===== src/rtl/rvfi_mem_pkg.sv =====
// Shared types for the two-master memory arbiter: FSM state encoding and
// the byte-strobe width of the native memory port.
package rvfi_mem_pkg;

  localparam int STRB_W = 4;

  typedef enum logic [1:0] {
    ST_IDLE = 2'd0,
    ST_GNT0 = 2'd1,
    ST_GNT1 = 2'd2
  } arb_state_e;

endpackage


===== src/rtl/rvfi_mem_wait_mon.sv =====
// Saturating slave wait counter with a sticky timeout flag; usable wherever a
// single granted transfer waits on a slave ready.
module rvfi_mem_wait_mon #(
  parameter int MAX_WAIT  = 16,
  parameter int WAIT_BITS = 8
) (
  input  logic clk,
  input  logic reset,
  input  logic start,
  input  logic busy,
  input  logic ready,
  output logic timeout
);

  localparam logic [WAIT_BITS-1:0] MAX_CNT = WAIT_BITS'(MAX_WAIT);

  logic [WAIT_BITS-1:0] wait_cnt_q, wait_cnt_d;
  logic                 timeout_q, timeout_d;

  // start clears the count so the first cycle of a new grant begins at zero
  always_comb begin
    wait_cnt_d = wait_cnt_q;
    timeout_d  = timeout_q;
    if (start) begin
      wait_cnt_d = '0;
    end else if (busy && !ready) begin
      if (wait_cnt_q == MAX_CNT) begin
        timeout_d = 1'b1;
      end else begin
        wait_cnt_d = wait_cnt_q + 1'b1;
      end
    end
  end

  always_ff @(posedge clk) begin
    if (reset) begin
      wait_cnt_q <= '0;
      timeout_q  <= 1'b0;
    end else begin
      wait_cnt_q <= wait_cnt_d;
      timeout_q  <= timeout_d;
    end
  end

  assign timeout = timeout_q;

endmodule


===== src/rtl/rvfi_mem_arbiter.sv =====
// Round-robin arbiter sharing one native memory port between two masters,
// with a slave wait-bound monitor and a sticky master protocol-error flag.
module rvfi_mem_arbiter
  import rvfi_mem_pkg::*;
#(
  parameter int XLEN      = 32,
  parameter int MAX_WAIT  = 16,
  parameter int WAIT_BITS = 8
) (
  input  logic              clk,
  input  logic              reset,
  input  logic              m0_mem_valid,
  input  logic              m0_mem_instr,
  input  logic [XLEN-1:0]   m0_mem_addr,
  input  logic [XLEN-1:0]   m0_mem_wdata,
  input  logic [STRB_W-1:0] m0_mem_wstrb,
  output logic              m0_mem_ready,
  output logic [XLEN-1:0]   m0_mem_rdata,
  input  logic              m1_mem_valid,
  input  logic              m1_mem_instr,
  input  logic [XLEN-1:0]   m1_mem_addr,
  input  logic [XLEN-1:0]   m1_mem_wdata,
  input  logic [STRB_W-1:0] m1_mem_wstrb,
  output logic              m1_mem_ready,
  output logic [XLEN-1:0]   m1_mem_rdata,
  output logic              s_mem_valid,
  output logic              s_mem_instr,
  output logic [XLEN-1:0]   s_mem_addr,
  output logic [XLEN-1:0]   s_mem_wdata,
  output logic [STRB_W-1:0] s_mem_wstrb,
  input  logic              s_mem_ready,
  input  logic [XLEN-1:0]   s_mem_rdata,
  output logic [1:0]        grant,
  output logic              timeout,
  output logic              proto_err
);

  arb_state_e state_q, state_d;
  logic [1:0] grant_q, grant_d;
  logic       last_grant_q, last_grant_d;
  logic       proto_err_q, proto_err_d;
  logic       gnt0, gnt1;
  logic       wait_start, wait_busy;

  // Gating with reset keeps the slave port and ready pulses quiet during the
  // reset cycle even though the state register has not cleared yet.
  always_comb begin
    gnt0         = !reset && (state_q == ST_GNT0);
    gnt1         = !reset && (state_q == ST_GNT1);
    s_mem_valid  = (gnt0 && m0_mem_valid) || (gnt1 && m1_mem_valid);
    s_mem_instr  = 1'b0;
    s_mem_addr   = '0;
    s_mem_wdata  = '0;
    s_mem_wstrb  = '0;
    if (gnt0) begin
      s_mem_instr = m0_mem_instr;
      s_mem_addr  = m0_mem_addr;
      s_mem_wdata = m0_mem_wdata;
      s_mem_wstrb = m0_mem_wstrb;
    end else if (gnt1) begin
      s_mem_instr = m1_mem_instr;
      s_mem_addr  = m1_mem_addr;
      s_mem_wdata = m1_mem_wdata;
      s_mem_wstrb = m1_mem_wstrb;
    end
    m0_mem_ready = gnt0 && s_mem_ready;
    m1_mem_ready = gnt1 && s_mem_ready;
    m0_mem_rdata = s_mem_rdata;
    m1_mem_rdata = s_mem_rdata;
  end

  // On completion only the other master is considered, giving back-to-back
  // alternation without an idle bubble.
  always_comb begin
    state_d      = state_q;
    last_grant_d = last_grant_q;
    proto_err_d  = proto_err_q;
    unique case (state_q)
      ST_IDLE: begin
        if (m0_mem_valid && (!m1_mem_valid || last_grant_q)) begin
          state_d = ST_GNT0;
        end else if (m1_mem_valid) begin
          state_d = ST_GNT1;
        end
      end
      ST_GNT0: begin
        if (!m0_mem_valid) begin
          proto_err_d = 1'b1;
          state_d     = ST_IDLE;
        end else if (s_mem_ready) begin
          last_grant_d = 1'b0;
          state_d      = m1_mem_valid ? ST_GNT1 : ST_IDLE;
        end
      end
      ST_GNT1: begin
        if (!m1_mem_valid) begin
          proto_err_d = 1'b1;
          state_d     = ST_IDLE;
        end else if (s_mem_ready) begin
          last_grant_d = 1'b1;
          state_d      = m0_mem_valid ? ST_GNT0 : ST_IDLE;
        end
      end
      default: state_d = ST_IDLE;
    endcase
    grant_d = (state_d == ST_GNT0) ? 2'b01 :
              (state_d == ST_GNT1) ? 2'b10 : 2'b00;
    wait_start = (state_d != ST_IDLE) && (state_d != state_q);
    wait_busy  = (state_q != ST_IDLE);
  end

  always_ff @(posedge clk) begin
    if (reset) begin
      state_q      <= ST_IDLE;
      grant_q      <= 2'b00;
      last_grant_q <= 1'b1;
      proto_err_q  <= 1'b0;
    end else begin
      state_q      <= state_d;
      grant_q      <= grant_d;
      last_grant_q <= last_grant_d;
      proto_err_q  <= proto_err_d;
    end
  end

  rvfi_mem_wait_mon #(
    .MAX_WAIT  (MAX_WAIT),
    .WAIT_BITS (WAIT_BITS)
  ) u_wait_mon (
    .clk     (clk),
    .reset   (reset),
    .start   (wait_start),
    .busy    (wait_busy),
    .ready   (s_mem_ready),
    .timeout (timeout)
  );

  assign grant     = grant_q;
  assign proto_err = proto_err_q;

endmodule

===== config.mk =====
export PLATFORM = sky130hd
export DESIGN_NAME = rvfi_mem_arbiter
export DESIGN_NICKNAME = d
export VERILOG_FILES = /design/src/rtl/rvfi_mem_pkg.sv /design/src/rtl/rvfi_mem_wait_mon.sv /design/src/rtl/rvfi_mem_arbiter.sv
export SDC_FILE = /design/constraint.sdc
export NUM_CORES = 1
export LEC_CHECK = 0
export CORE_AREA = 10 10 113 115
export DETAILED_ROUTE_END_ITERATION = 8
export DIE_AREA = 0 0 123 125
export HOLD_SLACK_MARGIN = 0.03
export PLACE_DENSITY = 0.71
export SLEW_MARGIN = 20
export SYNTH_ARGS = -nofsm -noshare
export SYNTH_HDL_FRONTEND = slang
export SYNTH_SLANG_ARGS = --single-unit

===== constraint.sdc =====
create_clock -name clk -period 2.2 [get_ports clk]
set_clock_uncertainty 0.05 [all_clocks]
set_input_delay 0.33 -clock clk [delete_from_list [all_inputs] [get_ports clk]]
set_output_delay 0.33 -clock clk [all_outputs]
set_load 0.1 [all_outputs]

==> impl_metrics.xml <==
<?xml version="1.0" encoding="UTF-8"?>
<metrics>
  <group name="status">
    <metric name="run_status" unit="">finished, final reports clean</metric>
  </group>
  <group name="synthesis">
    <metric name="yosysSeqAreaShare" unit="%">14.1</metric>
    <metric name="synth_fp_nets" unit="">435</metric>
    <metric name="yosys-top-cells-count" unit="">sky130_fd_sc_hd__a22o_1 (70), sky130_fd_sc_hd__buf_4 (66), sky130_fd_sc_hd__dfxtp_1 (15)</metric>
    <metric name="yosys_warnings" unit="">0</metric>
    <metric name="post-synth-top-area-fraction" unit="%">28.9</metric>
    <metric name="synthDistinctLibCells" unit="">44</metric>
    <metric name="syn-cell-area" unit="um^2">2120</metric>
    <metric name="synth_top_cell_by_area" unit="">sky130_fd_sc_hd__a22o_1</metric>
    <metric name="synth_seq_cells" unit="">15</metric>
    <metric name="cell_types_occupying_the_most_area_after_synthesis" unit="">sky130_fd_sc_hd__a22o_1 (29%), sky130_fd_sc_hd__buf_4 (23%), sky130_fd_sc_hd__dfxtp_1 (14%)</metric>
    <metric name="synth_top_flop_cell" unit="">sky130_fd_sc_hd__dfxtp_1</metric>
    <metric name="synth_edf_count" unit="">0</metric>
    <metric name="synth_most_common_cell" unit="">sky130_fd_sc_hd__a22o_1</metric>
    <metric name="post_synth.cell_area_avg" unit="um^2">8.36</metric>
    <metric name="syn-instance-count" unit="">254</metric>
    <metric name="asyncSetResetFlopFracSynth" unit="%">0</metric>
  </group>
  <group name="critical_path">
    <metric name="timing.critical_path.from_type" unit="">register</metric>
    <metric name="cp-end-kind" unit="">output pin</metric>
    <metric name="path_max_fanout" unit="">16</metric>
    <metric name="reg2reg_from" unit="">state_q[1]</metric>
    <metric name="reg2regPathDepth" unit="">7</metric>
    <metric name="crit_family" unit="">buffers and inverters</metric>
    <metric name="path_cells" unit="">inv_1 &gt; ha_4 &gt; nor3b_4 &gt; buf_6 &gt; buf_12 &gt; a22o_2 &gt; buf_12</metric>
    <metric name="timing.critical_path.arrival" unit="ns">1.79</metric>
    <metric name="timing.critical_path.required" unit="ns">1.82</metric>
    <metric name="criticalPathCategory" unit="">register to output pin</metric>
    <metric name="critical_path.most_common_cell" unit="">sky130_fd_sc_hd__buf_12</metric>
    <metric name="worst_path_max_delay_cell" unit="">sky130_fd_sc_hd__dfxtp_2</metric>
    <metric name="cpPeakStageDelay" unit="ns">0.33</metric>
    <metric name="worst_r2r_end" unit="">u_wait_mon.wait_cnt_q[1]</metric>
    <metric name="worst-r2r-setup-slack" unit="ns">0.09</metric>
    <metric name="buffers_and_inverters_on_the_worst_path" unit="">4</metric>
  </group>
  <group name="global_routing">
    <metric name="globalRouteOverflowTotal" unit="">0</metric>
    <metric name="grt_pass1_vias" unit="">2990</metric>
    <metric name="grt_max_degree" unit="">40</metric>
    <metric name="grt_use_total" unit="%">15.6</metric>
    <metric name="antenna_found_initial" unit="">1</metric>
    <metric name="global_route_wire_length_before_repair" unit="mm">18.6</metric>
  </group>
  <group name="place">
    <metric name="dp.final_hpwl" unit="mm">10.9</metric>
    <metric name="dp_cells" unit="">552</metric>
    <metric name="finalWeightedCongestion" unit="">0.820</metric>
    <metric name="pre_cts_slack" unit="ns">-0.224</metric>
    <metric name="numPortBuffers" unit="">218</metric>
    <metric name="placedInstanceArea" unit="um^2">5040</metric>
  </group>
  <group name="clocking">
    <metric name="path_clk_slew" unit="ns">0.06</metric>
    <metric name="ctsHoldBuffers" unit="">0</metric>
    <metric name="cts_htree_levels" unit="">1</metric>
    <metric name="total_clock_buffers_created_by_cts" unit="">3</metric>
    <metric name="cts.sinks" unit="">15</metric>
    <metric name="cts-root-buf" unit="">sky130_fd_sc_hd__clkbuf_8</metric>
    <metric name="cts_tree" unit="">done</metric>
    <metric name="maximum_root_to_sink_buffer_count" unit="">2</metric>
    <metric name="clkLatencyLatePin" unit="ns">0.24</metric>
  </group>
  <group name="timing">
    <metric name="setup_viol_count_final" unit="">0</metric>
    <metric name="max_clock_freq" unit="MHz">461</metric>
    <metric name="drv_slew" unit="">0</metric>
    <metric name="timing.final.ws_setup" unit="ns">0.0301</metric>
    <metric name="max_slew.worst_pin.slew" unit="ns">0.454</metric>
    <metric name="layout_min_cycle_time" unit="ns">2.17</metric>
    <metric name="relative_slew_slack" unit="%">69.3</metric>
    <metric name="period_share" unit="%">98.6</metric>
    <metric name="finalHoldViolations" unit="">0</metric>
    <metric name="rsz_0062_raised_after_global_routing" unit="">yes</metric>
  </group>
  <group name="worst_hold_path">
    <metric name="hold_class" unit="">register to register</metric>
    <metric name="timing.hold.worst_path_depth" unit="">2</metric>
    <metric name="timing.hold.worst_endpoint" unit="">proto_err</metric>
    <metric name="hold_path.startpoint" unit="">proto_err</metric>
  </group>
  <group name="die">
    <metric name="core" unit="um^2">10600</metric>
    <metric name="height_of_the_die" unit="um">125</metric>
    <metric name="std_cell_rows" unit="">38</metric>
    <metric name="start_util" unit="%">20.0</metric>
    <metric name="floorplan.die_area" unit="um^2">15400</metric>
    <metric name="width_of_the_die" unit="um">123</metric>
    <metric name="ios" unit="">315</metric>
  </group>
  <group name="cells_and_area">
    <metric name="layoutNonFillerInstCount" unit="">567</metric>
    <metric name="final_nets" unit="">609</metric>
    <metric name="seqCellArea" unit="um^2">305</metric>
    <metric name="filler_cell_count" unit="">930</metric>
    <metric name="final_layout_size_suffix_gt1_share" unit="%">47.8</metric>
    <metric name="finish.instance_area" unit="um^2">5450</metric>
    <metric name="antenna-diode-count" unit="">0</metric>
    <metric name="multi_input_area" unit="um^2">1590</metric>
    <metric name="area_growth_syn_to_layout" unit="%">156</metric>
  </group>
  <group name="power">
    <metric name="finalPower" unit="uW">2580</metric>
    <metric name="power_density" unit="nW/um^2">473</metric>
    <metric name="vdd_ir_drop_max" unit="mV">0.231</metric>
    <metric name="standby_leakage_power" unit="uW">0.00219</metric>
  </group>
  <group name="route">
    <metric name="post_drt_wl_per_cell" unit="um">23.1</metric>
    <metric name="drc" unit="">0</metric>
    <metric name="count_of_vias_placed_by_the_detailed_router" unit="">2680</metric>
    <metric name="drt.antenna.violating_nets" unit="">0</metric>
    <metric name="drt-pass1-iter-count" unit="">4</metric>
    <metric name="routed_via_density" unit="">4.73</metric>
    <metric name="detailedRoute.firstIterationViolations" unit="">132</metric>
    <metric name="drt_wl_total" unit="mm">13.1</metric>
  </group>
  <group name="job">
    <metric name="cap_viol_max_count" unit="">0</metric>
  </group>
</metrics>
==> where the power goes <==
part / switching, uW / internal (uW)
Combinational: 1160 / 885
Sequential: 13.8 / 291
Clock: 101 / 125
==> flip-flops by register name, summed over array words and instances, names as in the netlist <==
register               flops
last_grant_q               1
u_wait_mon.wait_cnt_q      8
state_q                    2
grant                      2
u_wait_mon.timeout         1
proto_err                  1
==> final cells by class <==
cell class	count	area share, %
clock inverters	1	0.0918
flip-flops and latches	15	5.60
repair buffers	253	60.7
multi-input cells	149	29.2
clock buffers	3	0.758
well taps	140	3.21
inverters	6	0.413
==> timing repair <==
item,CTS,global route
hold endpoints to repair,0,0
setup buffers,7,0
pin swaps,1,1
gates resized for setup,16,20
setup endpoints to repair,78,49
cloned,3,2
==> worst reg2reg max path, cell delays in order (launching register included) <==
cell and delay [ns]:
sky130_fd_sc_hd__dfxtp_2 0.32, sky130_fd_sc_hd__inv_1 0.11, sky130_fd_sc_hd__ha_4 0.18, sky130_fd_sc_hd__buf_4 0.16
sky130_fd_sc_hd__nand3_4 0.07, sky130_fd_sc_hd__or3b_4 0.42, sky130_fd_sc_hd__a311o_2 0.40, sky130_fd_sc_hd__a221oi_1 0.30
==> per-layer routing <==
| layer | vias to the layer above | GRT usage, % | routed length, um |
|---|---|---|---|
| li1 | 1255 | - | - |
| met1 | 1254 | 14.2 | 4270 |
| met2 | 155 | 30.3 | 7280 |
| met3 | 14 | 7.79 | 1350 |
| met4 | 2 | 2.60 | 170 |
| met5 | - | 0 | 13 |
==> worst max path at each step <==
stage	from	end	slack (ns)	cells after the start
finish	state_q[1]	s_mem_addr[30]	0.03	7
global route	state_q[1]	s_mem_addr[15]	-0.04	7
CTS	state_q[1]	s_mem_wdata[21]	-0.001	8
detailed placement	m0_mem_valid	u_wait_mon.wait_cnt_q[1]	-0.22	5
global placement	m0_mem_valid	u_wait_mon.wait_cnt_q[7]	-0.12	5
floorplan	state_q[1]	s_mem_addr[10]	-0.08	6
==> stage by stage <==
| step | hold slack, ns | util, % | TNS [ns] |
|---|---|---|---|
| floorplan | 0.475 | - | -4.57 |
| global placement | 0.409 | 47.5 | -0.934 |
| detailed placement | 0.411 | 47.5 | -2.28 |
| CTS | 0.428 | 49.7 | -0.00118 |
| global route | 0.458 | 51.4 | -0.710 |
| finish | 0.426 | 51.4 | 0 |
==> cells in the final DEF (no fill, tap or decap), drive strengths merged, types with 2 or more instances in the layout <==
master and instances:
clkdlybuf4s50 140, buf 109, a22o 70, dfxtp 15, a221oi 10, inv 6, nor2 6, ha 6
a21oi 5, clkbuf 5, xor2 4, o21ai 3, nand4 3, and2 3, nor2b 3, nand3 3
or3b 3, and3 2, nor3 2, a31oi 2, nand2 2, mux2i 2, nand3b 2, xnor2 2
==> kinds of logic after synthesis <==
group	after synthesis	share of synthesized area, %
compound gates	100	39.8
xor+xnor	6	2.47
fa+ha+maj	6	3.53
buf+inv	90	28.1
flops	15	14.1
mux	2	0.942
simple gates	35	11.0
(Power assumes the default switching activity.)
